==> src/rtl/partition_stats.sv <==
// Partition statistics for one pass of the median search: classifies a pixel
// stream against a pivot, counts each class, tracks lower/larger extrema and
// latches the per-iteration sample values for the next-pivot stage.
module partition_stats #(
   parameter logic [10:0] MEDIAN_POS    = 11'd512,
   parameter logic [10:0] BUFF_SIZE     = 11'd1024,
   parameter int          BUFF_SIZE_BIT = $clog2(BUFF_SIZE) + 1
) (
   input  logic                     clk,
   input  logic                     rst_n,
   input  logic                     start,
   input  logic [7:0]               in_pivot,
   input  logic [BUFF_SIZE_BIT-1:0] in_buff_size,
   input  logic [BUFF_SIZE_BIT-1:0] in_median_pos,
   input  logic [7:0]               in_second_median,
   input  logic [7:0]               s_data,
   input  logic                     s_valid,
   output logic                     s_ready,
   output logic [BUFF_SIZE_BIT-1:0] lower_size,
   output logic [BUFF_SIZE_BIT-1:0] equal_size,
   output logic [BUFF_SIZE_BIT-1:0] larger_size,
   output logic [8:0]               max_lower,
   output logic [8:0]               min_lower,
   output logic [8:0]               max_larger,
   output logic [8:0]               min_larger,
   output logic [8:0]               pivot_samp,
   output logic [BUFF_SIZE_BIT-1:0] buff_size_samp,
   output logic [BUFF_SIZE_BIT-1:0] median_pos_samp,
   output logic [8:0]               second_median_samp,
   output logic                     up_next,
   output logic                     busy
);

   localparam logic [BUFF_SIZE_BIT-1:0] SIZE_MAX = BUFF_SIZE_BIT'(BUFF_SIZE);
   localparam logic [BUFF_SIZE_BIT-1:0] SIZE_ONE = BUFF_SIZE_BIT'(1);
   localparam logic [BUFF_SIZE_BIT-1:0] SIZE_ZERO = '0;

   typedef enum logic [1:0] {IDLE = 2'd0, RUN = 2'd1, DONE = 2'd2} state_t;

   state_t                   state_q, state_d;
   logic [7:0]               pivot_q, pivot_d;
   logic [7:0]               second_q, second_d;
   logic [BUFF_SIZE_BIT-1:0] bsize_q, bsize_d;
   logic [BUFF_SIZE_BIT-1:0] mpos_q, mpos_d;
   logic [BUFF_SIZE_BIT-1:0] cnt_q, cnt_d;
   logic [BUFF_SIZE_BIT-1:0] lower_q, lower_d;
   logic [BUFF_SIZE_BIT-1:0] equal_q, equal_d;
   logic [BUFF_SIZE_BIT-1:0] larger_q, larger_d;
   logic [7:0]               maxl_q, maxl_d;
   logic [7:0]               minl_q, minl_d;
   logic [7:0]               maxg_q, maxg_d;
   logic [7:0]               ming_q, ming_d;

   logic [BUFF_SIZE_BIT-1:0] clamp_size;
   logic [BUFF_SIZE_BIT-1:0] cnt_inc;
   logic                     start_ok;
   logic                     hs;
   logic                     last_px;

   // Oversized requests are clamped so counts can never wrap.
   assign clamp_size = (in_buff_size > SIZE_MAX) ? SIZE_MAX : in_buff_size;
   assign start_ok   = start && (state_q == IDLE);
   assign hs         = s_valid && s_ready;
   assign cnt_inc    = cnt_q + SIZE_ONE;
   assign last_px    = hs && (cnt_inc == bsize_q);

   // State register
   always_ff @(posedge clk or negedge rst_n) begin
      if (!rst_n) begin
         state_q <= IDLE;
      end else begin
         state_q <= state_d;
      end
   end

   // Next-state: an empty pass skips RUN; the last handshake ends RUN
   always_comb begin
      state_d = state_q;
      case (state_q)
         IDLE: begin
            if (start_ok) begin
               state_d = (clamp_size == SIZE_ZERO) ? DONE : RUN;
            end
         end
         RUN: begin
            if (last_px) begin
               state_d = DONE;
            end
         end
         DONE:    state_d = IDLE;
         default: state_d = IDLE;
      endcase
   end

   // Moore outputs decoded from the current state
   always_comb begin
      s_ready = (state_q == RUN);
      up_next = (state_q == DONE);
      busy    = (state_q != IDLE);
   end

   // Datapath next values: latch on accepted start, accumulate on handshake
   always_comb begin
      pivot_d  = pivot_q;
      second_d = second_q;
      bsize_d  = bsize_q;
      mpos_d   = mpos_q;
      cnt_d    = cnt_q;
      lower_d  = lower_q;
      equal_d  = equal_q;
      larger_d = larger_q;
      maxl_d   = maxl_q;
      minl_d   = minl_q;
      maxg_d   = maxg_q;
      ming_d   = ming_q;
      if (start_ok) begin
         pivot_d  = in_pivot;
         second_d = in_second_median;
         bsize_d  = clamp_size;
         mpos_d   = in_median_pos;
         cnt_d    = SIZE_ZERO;
         lower_d  = SIZE_ZERO;
         equal_d  = SIZE_ZERO;
         larger_d = SIZE_ZERO;
         maxl_d   = 8'd0;
         minl_d   = 8'd255;
         maxg_d   = 8'd0;
         ming_d   = 8'd255;
      end else if (hs) begin
         cnt_d = cnt_inc;
         if (s_data < pivot_q) begin
            lower_d = lower_q + SIZE_ONE;
            // Both compares see the same pixel, so a lone member sets min and max.
            if (maxl_q < s_data) maxl_d = s_data;
            if (minl_q > s_data) minl_d = s_data;
         end else if (s_data == pivot_q) begin
            equal_d = equal_q + SIZE_ONE;
         end else begin
            larger_d = larger_q + SIZE_ONE;
            if (maxg_q < s_data) maxg_d = s_data;
            if (ming_q > s_data) ming_d = s_data;
         end
      end
   end

   // Datapath registers; reset values match an unstarted pass
   always_ff @(posedge clk or negedge rst_n) begin
      if (!rst_n) begin
         pivot_q  <= 8'd127;
         second_q <= 8'd127;
         bsize_q  <= SIZE_MAX;
         mpos_q   <= BUFF_SIZE_BIT'(MEDIAN_POS);
         cnt_q    <= SIZE_ZERO;
         lower_q  <= SIZE_ZERO;
         equal_q  <= SIZE_ZERO;
         larger_q <= SIZE_ZERO;
         maxl_q   <= 8'd0;
         minl_q   <= 8'd255;
         maxg_q   <= 8'd0;
         ming_q   <= 8'd255;
      end else begin
         pivot_q  <= pivot_d;
         second_q <= second_d;
         bsize_q  <= bsize_d;
         mpos_q   <= mpos_d;
         cnt_q    <= cnt_d;
         lower_q  <= lower_d;
         equal_q  <= equal_d;
         larger_q <= larger_d;
         maxl_q   <= maxl_d;
         minl_q   <= minl_d;
         maxg_q   <= maxg_d;
         ming_q   <= ming_d;
      end
   end

   assign lower_size         = lower_q;
   assign equal_size         = equal_q;
   assign larger_size        = larger_q;
   assign max_lower          = {1'b0, maxl_q};
   assign min_lower          = {1'b0, minl_q};
   assign max_larger         = {1'b0, maxg_q};
   assign min_larger         = {1'b0, ming_q};
   assign pivot_samp         = {1'b0, pivot_q};
   assign second_median_samp = {1'b0, second_q};
   assign buff_size_samp     = bsize_q;
   assign median_pos_samp    = mpos_q;

endmodule

==> config.mk <==
export PLATFORM = sky130hd
export DESIGN_NAME = partition_stats
export DESIGN_NICKNAME = d
export VERILOG_FILES = /design/src/rtl/partition_stats.sv
export SDC_FILE = /design/constraint.sdc
export NUM_CORES = 1
export LEC_CHECK = 0
export ABC_AREA = 0
export ABC_CLOCK_PERIOD_IN_PS = 3200
export CAP_MARGIN = 15
export CORE_MARGIN = 2
export CORE_UTILIZATION = 35
export CTS_BUF_LIST = sky130_fd_sc_hd__clkbuf_2
export DETAILED_ROUTE_END_ITERATION = 16
export DONT_BUFFER_PORTS = 1
export PLACE_DENSITY = 0.59
export SETUP_SLACK_MARGIN = 0.02
export SLEW_MARGIN = 20
export SYNTH_ARGS = -nofsm -noshare
export SYNTH_HDL_FRONTEND = slang
export SYNTH_SLANG_ARGS = --single-unit
==> constraint.sdc <==
create_clock -name clk -period 3.2 [get_ports clk]
set_clock_uncertainty 0.1 [all_clocks]
set_input_delay 0.64 -clock clk [delete_from_list [all_inputs] [get_ports clk]]
set_output_delay 0.64 -clock clk [all_outputs]
set_load 0.05 [all_outputs]
Yosys cells after proc, flatten, opt, wreduce, memory -nomap -nowiden --
Cells that the tools add are included.
Operators by class: $add $sub $neg 4, magnitude comparators 6, eq/ne operators 8, mux-type cells 36, reduce and logical (&&, ||, !) cells 21
Operator list (number):
- 2-to-1 mux 11 bit | 14
- 2-to-1 mux 8 bit | 18
- adder 11 x 1 -> 11 bit, second input constant | 4
- < comparator 8 bit | 3
- > comparator 8 bit | 2
- nonzero test 2 bit | 8
- AND reduction 3 bit | 4
- equality test 11 bit | 1
- > comparator 11 bit, second input constant | 1
- logical NOT 11 bit | 1
- equality test 8 bit | 1
- AND reduction 4 bit | 2
- 2-to-1 mux 2 bit | 3
- != test 2 bit, second input constant | 3
- case mux 2 bit (2 select lines) | 1
- AND reduction 2 bit | 2
- logical AND 1 bit | 3
- equality test 2 x 1 -> 1 bit, second input constant | 1
- equality test 2 bit, second input constant | 1
- logical NOT 2 bit | 1
- != test 2 x 1 -> 1 bit, second input constant | 1
Storage, ports and cells: register bits 116, input bits 50, output and inout bits 112, word-level logic and storage cells 88

Longest topological paths before layout --
Gate-level depths: netlist of the first run.
depth in word-level cells 6, depth in mapped cells 10, depth with buffers taken out 8

Worst setup path before layout of the first run --
Ideal clock, no wire load.
kind flip-flop to flip-flop, start point reg pivot_q[1], end point reg maxl_q[0], setup time 79 ps, arrival 2541 ps, required time 3021 ps, path slack 480 ps, stages on the path, launching flop included 10, buffers on the path 1, period minus slack after synthesis 2720 ps, path through dfstp_2 -> inv_1 -> ha_1 -> nor2b_1 -> o211ai_1 -> a21oi_1 -> nor3_1 -> o31a_1 -> buf_2 -> mux2i_1
Between the ends: word-level cells in the longest chain between the ends 3
Ends and longest elaborated chain:
- from (decl) | RTL line 41 | logic [7:0] pivot_q, pivot_d;
- from (signal assigned) | RTL line 162 | pivot_q <= pivot_d;
- < comparator 8 bit | RTL line 131 | if (s_data < pivot_q) begin
- nonzero test 2 bit (no source line)
- AND reduction 3 bit (no source line)
- to (signal assigned) | RTL line 170 | maxl_q <= maxl_d;
- to (decl) | RTL line 49 | logic [7:0] maxl_q, maxl_d;
No other way between the ends. A chain may end at the register's enable or synchronous reset.

Worst setup path in the final report of the first run --
start point reg pivot_q[5], end point reg larger_q[7], in the netlist larger_size[7]
Between the ends: word-level cells in the longest chain between the ends 3, elaborated cells between the ends (all ways) 5, classes of those cells 1 x order compare; 3 x eq/ne; 1 x reduce/logical
Ends and longest elaborated chain:
- < comparator 8 bit or equality test 8 bit (tied branches) | RTL line 131, 136
- != test 2 bit (no source line)
- AND reduction 3 bit (no source line) *
- to (signal assigned) | RTL line 169 | larger_q <= larger_d;
- to (decl) | RTL line 48 | logic [BUFF_SIZE_BIT-1:0] larger_q, larger_d;
Mark *: on every way between the ends. The rest lies on a longest branch, timed or not.

==> results.py, run 1 <==
metrics = {
    "run_status": {
        "status": "complete, no violations",
    },
    "floorplan": {
        "dieArea_mm2": 0.01898,
        "start_util": 0.3596,
        "die_h_um": 137.8,
        "io_pins": 162,
        "dieWidth_um": 137.8,
        "core-area_mm2": 0.01742,
        "num_rows": 48,
    },
    "clocking": {
        "cts_tree": "done",
        "htreeDepth": 4,
        "cts.clk_slew.worst_paths_ps": 180,
        "postCtsResizedCells": 0,
        "clockBufferDepth": 2,
        "cts.sinks": 116,
        "cts_made_buffers": 17,
        "clock-root-buffer": "clkbuf_2",
        "clock_latency_ps": 700,
    },
    "power": {
        "peakVddDrop_uv": 539.4,
        "seq_power_share": 0.527,
        "powerDensity_mw_per_mm2": 1008,
        "clockPowerShare": 0.171,
        "p_switching_w": 0.003760,
        "p_int_w": 0.003581,
        "swShare": 0.5122,
        "p_leak_nw": 3.432,
        "p_comb_frac": 0.302,
    },
    "critical_path": {
        "worst_setup_path_end_kind": "flop",
        "crit_arrival_ps": 3410,
        "ff2ff_path_depth": 8,
        "reg2reg_to": "larger_size[7]",
        "cp-startpoint": "pivot_q[5]",
        "startpoint_type": "flop",
        "regToRegSetupSlack_ps": 300,
        "regToRegStartpoint": "pivot_q[5]",
        "worstSetupPathType": "reg -> reg",
        "required_ps": 3720,
        "worstPathMaxFanout": 21,
    },
    "timing": {
        "fmax_mhz": 345.2,
        "fin_ws_ps": 303.5,
        "setup_viol": 0,
        "final_max_slew_viol_count": 0,
        "period_minus_slack_ps": 2897,
        "rsz0062_at_grt": "no",
        "relSlewSlack": 0.3571,
        "final_hold_viol_count": 0,
        "worst_slew_pin_slew_ps": 962.4,
        "hold_ws_ps": 117.2,
        "post-route-period-util": 0.9052,
        "setup-tns-final_ps": 0,
    },
    "logic_synthesis": {
        "synthCells": 665,
        "synth-warning-count": 0,
        "ys_seq_elements": 116,
        "ys_types": 52,
        "synth-edff-count": 0,
        "syn_avg_cell_area_um2": 9.419,
        "async_reset_ff_frac": 1.000,
        "synth.cell_area_mm2": 0.006264,
        "ys.flop_type": "dfrtp_1",
        "ys_seq_area_frac": 0.4698,
    },
    "min_path": {
        "min-delay-start": "in_buff_size[10]",
        "holdPathEnd": "state_q[1]",
        "min_path_cells": 2,
        "min_path_type": "in -> reg",
    },
    "placement": {
        "routabilityCongestion": 0.8590,
        "post-place-ws_ps": 295.6,
        "post-dp-hpwl_um": 11620,
        "port_buffers": 0,
    },
    "cells_and_area": {
        "multi_input_area_mm2": 0.003084,
        "final-seq-area_mm2": 0.002943,
        "nFillCells": 1697,
        "area_growth_pct": 16.28,
        "diodes": 0,
        "drive_gt1_frac": 0.1250,
        "layout.nets": 807,
    },
    "route": {
        "drtIter0Drc": 260,
        "viasPerCell": 5.332,
        "wirelength_um": 16730,
        "via_count": 5081,
        "dr.pass1.iters": 6,
        "drc": 0,
        "ant_nets": 0,
        "wl_per_cell_um": 17.56,
    },
    "job": {
        "max_cap_violations": 0,
    },
    "grt": {
        "grt_overflow": 0,
        "antenna_found_initial": 0,
        "grt_use_total": 0.1813,
        "grt_max_degree": 117,
        "grt_pass1_wl_um": 26240,
        "grt_pass1_vias": 5085,
    },
}
[state kept, by name (all words and copies together) (netlist names), 11 cells and up]
register and flops:
buff_size_samp 11, equal_size 11, cnt_q 11, median_pos_samp 11
lower_size 11, larger_size 11
[synth_stat cells, types with 8 or more instances]
library cell	instances	area, um^2
ha_1	42	525.5
nor2_1	42	157.7
or3_1	15	93.84
xnor2_1	17	148.9
xor2_1	8	70.07
o31ai_1	8	60.06
dfrtp_1	84	2102
nand4_1	16	100.1
mux2i_1	35	350.3
nand3b_1	10	75.07
a21oi_1	28	140.1
o21ai_0	46	230.2
nand2_1	134	503.0
nand3_1	18	90.09
clkbuf_1	19	71.32
inv_1	24	90.09
dfstp_2	32	840.8
[worst max-delay path by stage]
stage                                 to  slack (ps)
after global routing      larger_size[7]          90
after global placement    larger_size[6]         380
after CTS                 larger_size[6]         290
final                     larger_size[7]         300
after floorplan                maxl_q[0]         480
after detailed placement  larger_size[6]         300
[timing repair]
action | in CTS | in global routing
buffers inserted | 0 | 0
hold endpoints to repair | 154 | 0
hold buffers | 40 | 0
[metal layers]
metal  share of wire  routed length (um)  GRT usage  vias to the layer above
li1                -                   -          -                     2396
met5               0                   0          0                        -
met2            0.47                7796     0.2886                      179
met3           0.081                1356    0.07027                       26
met1            0.43                7255     0.2255                     2480
met4           0.019                 323    0.06122                        0
[final cells by class]
type                            instances  share of cell area
Clock inverter                         12             0.02869
Multi-Input combinational cell        495              0.4235
Inverter                               24             0.01237
Timing Repair Buffer                   61             0.07902
Tap cell                              225             0.03865
Clock buffer                           20             0.01374
Sequential cell                       116              0.4041
[cell families after synthesis]
group                    after synthesis  share of synthesized area
XOR/XNOR                              25                    0.03496
buffers and inverters                 59                    0.04135
multiplexers                          35                    0.05593
AND/OR/NAND/NOR                      276                     0.2076
flip-flops                           116                     0.4698
other                                  1                  0.0005987
adder cells (fa/ha/maj)               42                    0.08390
AO/OA/AOI/OAI                        111                     0.1059
[cell usage in the layout (no fill, tap or decap), drive strengths merged, types with 3 or more instances in the layout]
master       count
a211oi           3
a21oi           28
and2             5
and3             3
buf             22
bufinv           6
clkbuf          20
clkinv           6
conb             6
dfrtp           84
dfstp           32
dlygate4sd3     39
ha              42
inv             24
mux2i           35
nand2          134
nand3           18
nand3b          11
nand4           16
nor2            42
nor2b            7
nor3             6
nor4             7
o211ai           6
o21a             4
o21ai           46
o31ai            8
or3             15
or4              3
xnor2           17
xor2             8
[power by group through the flow]
| stage | sequential [W] | combinational [W] | clock, W |
|---|---|---|---|
| after global placement | 0.00389 | 0.00206 | 0 |
| after detailed placement | 0.00390 | 0.00216 | 0 |
| after floorplan | 0.00403 | 0.00138 | 0 |
| after CTS | 0.00388 | 0.00223 | 0.00130 |
| final | 0.00387 | 0.00222 | 0.00125 |
| after global routing | 0.00395 | 0.00249 | 0.00137 |
[worst max-delay path, stage by stage, from the launching register on]
cell	delay, ps
dfstp_2	570
inv_1	40
ha_1	280
a21oi_1	80
o21ai_0	470
o221ai_1	310
buf_4	280
or4_1	510
a21oi_1	160
[per-stage QoR]
stage               utilization  cell area [um^2]  std cells  power (W)
floorplan                     -              6282        670   0.005412
global placement         0.3764              6556        881   0.005950
detailed placement       0.3764              6556        881   0.006058
CTS                      0.4182              7283        953   0.007407
global route             0.4182              7283        953   0.007802
finish                   0.4182              7283        953   0.007342
Note: power is estimated with default switching activity, not from simulation.
==> inputs of run 2 (changes only) <==
--- a/config.mk
+++ b/config.mk
@@ -11,6 +11,7 @@
 export CORE_MARGIN = 2
 export CORE_UTILIZATION = 35
 export CTS_BUF_LIST = sky130_fd_sc_hd__clkbuf_2
+export CTS_CLUSTER_SIZE = 8
 export DETAILED_ROUTE_END_ITERATION = 16
 export DONT_BUFFER_PORTS = 1
 export PLACE_DENSITY = 0.59
==> results of run 2 <==
Final layout, timing and power as in run 1 (identical DEF).
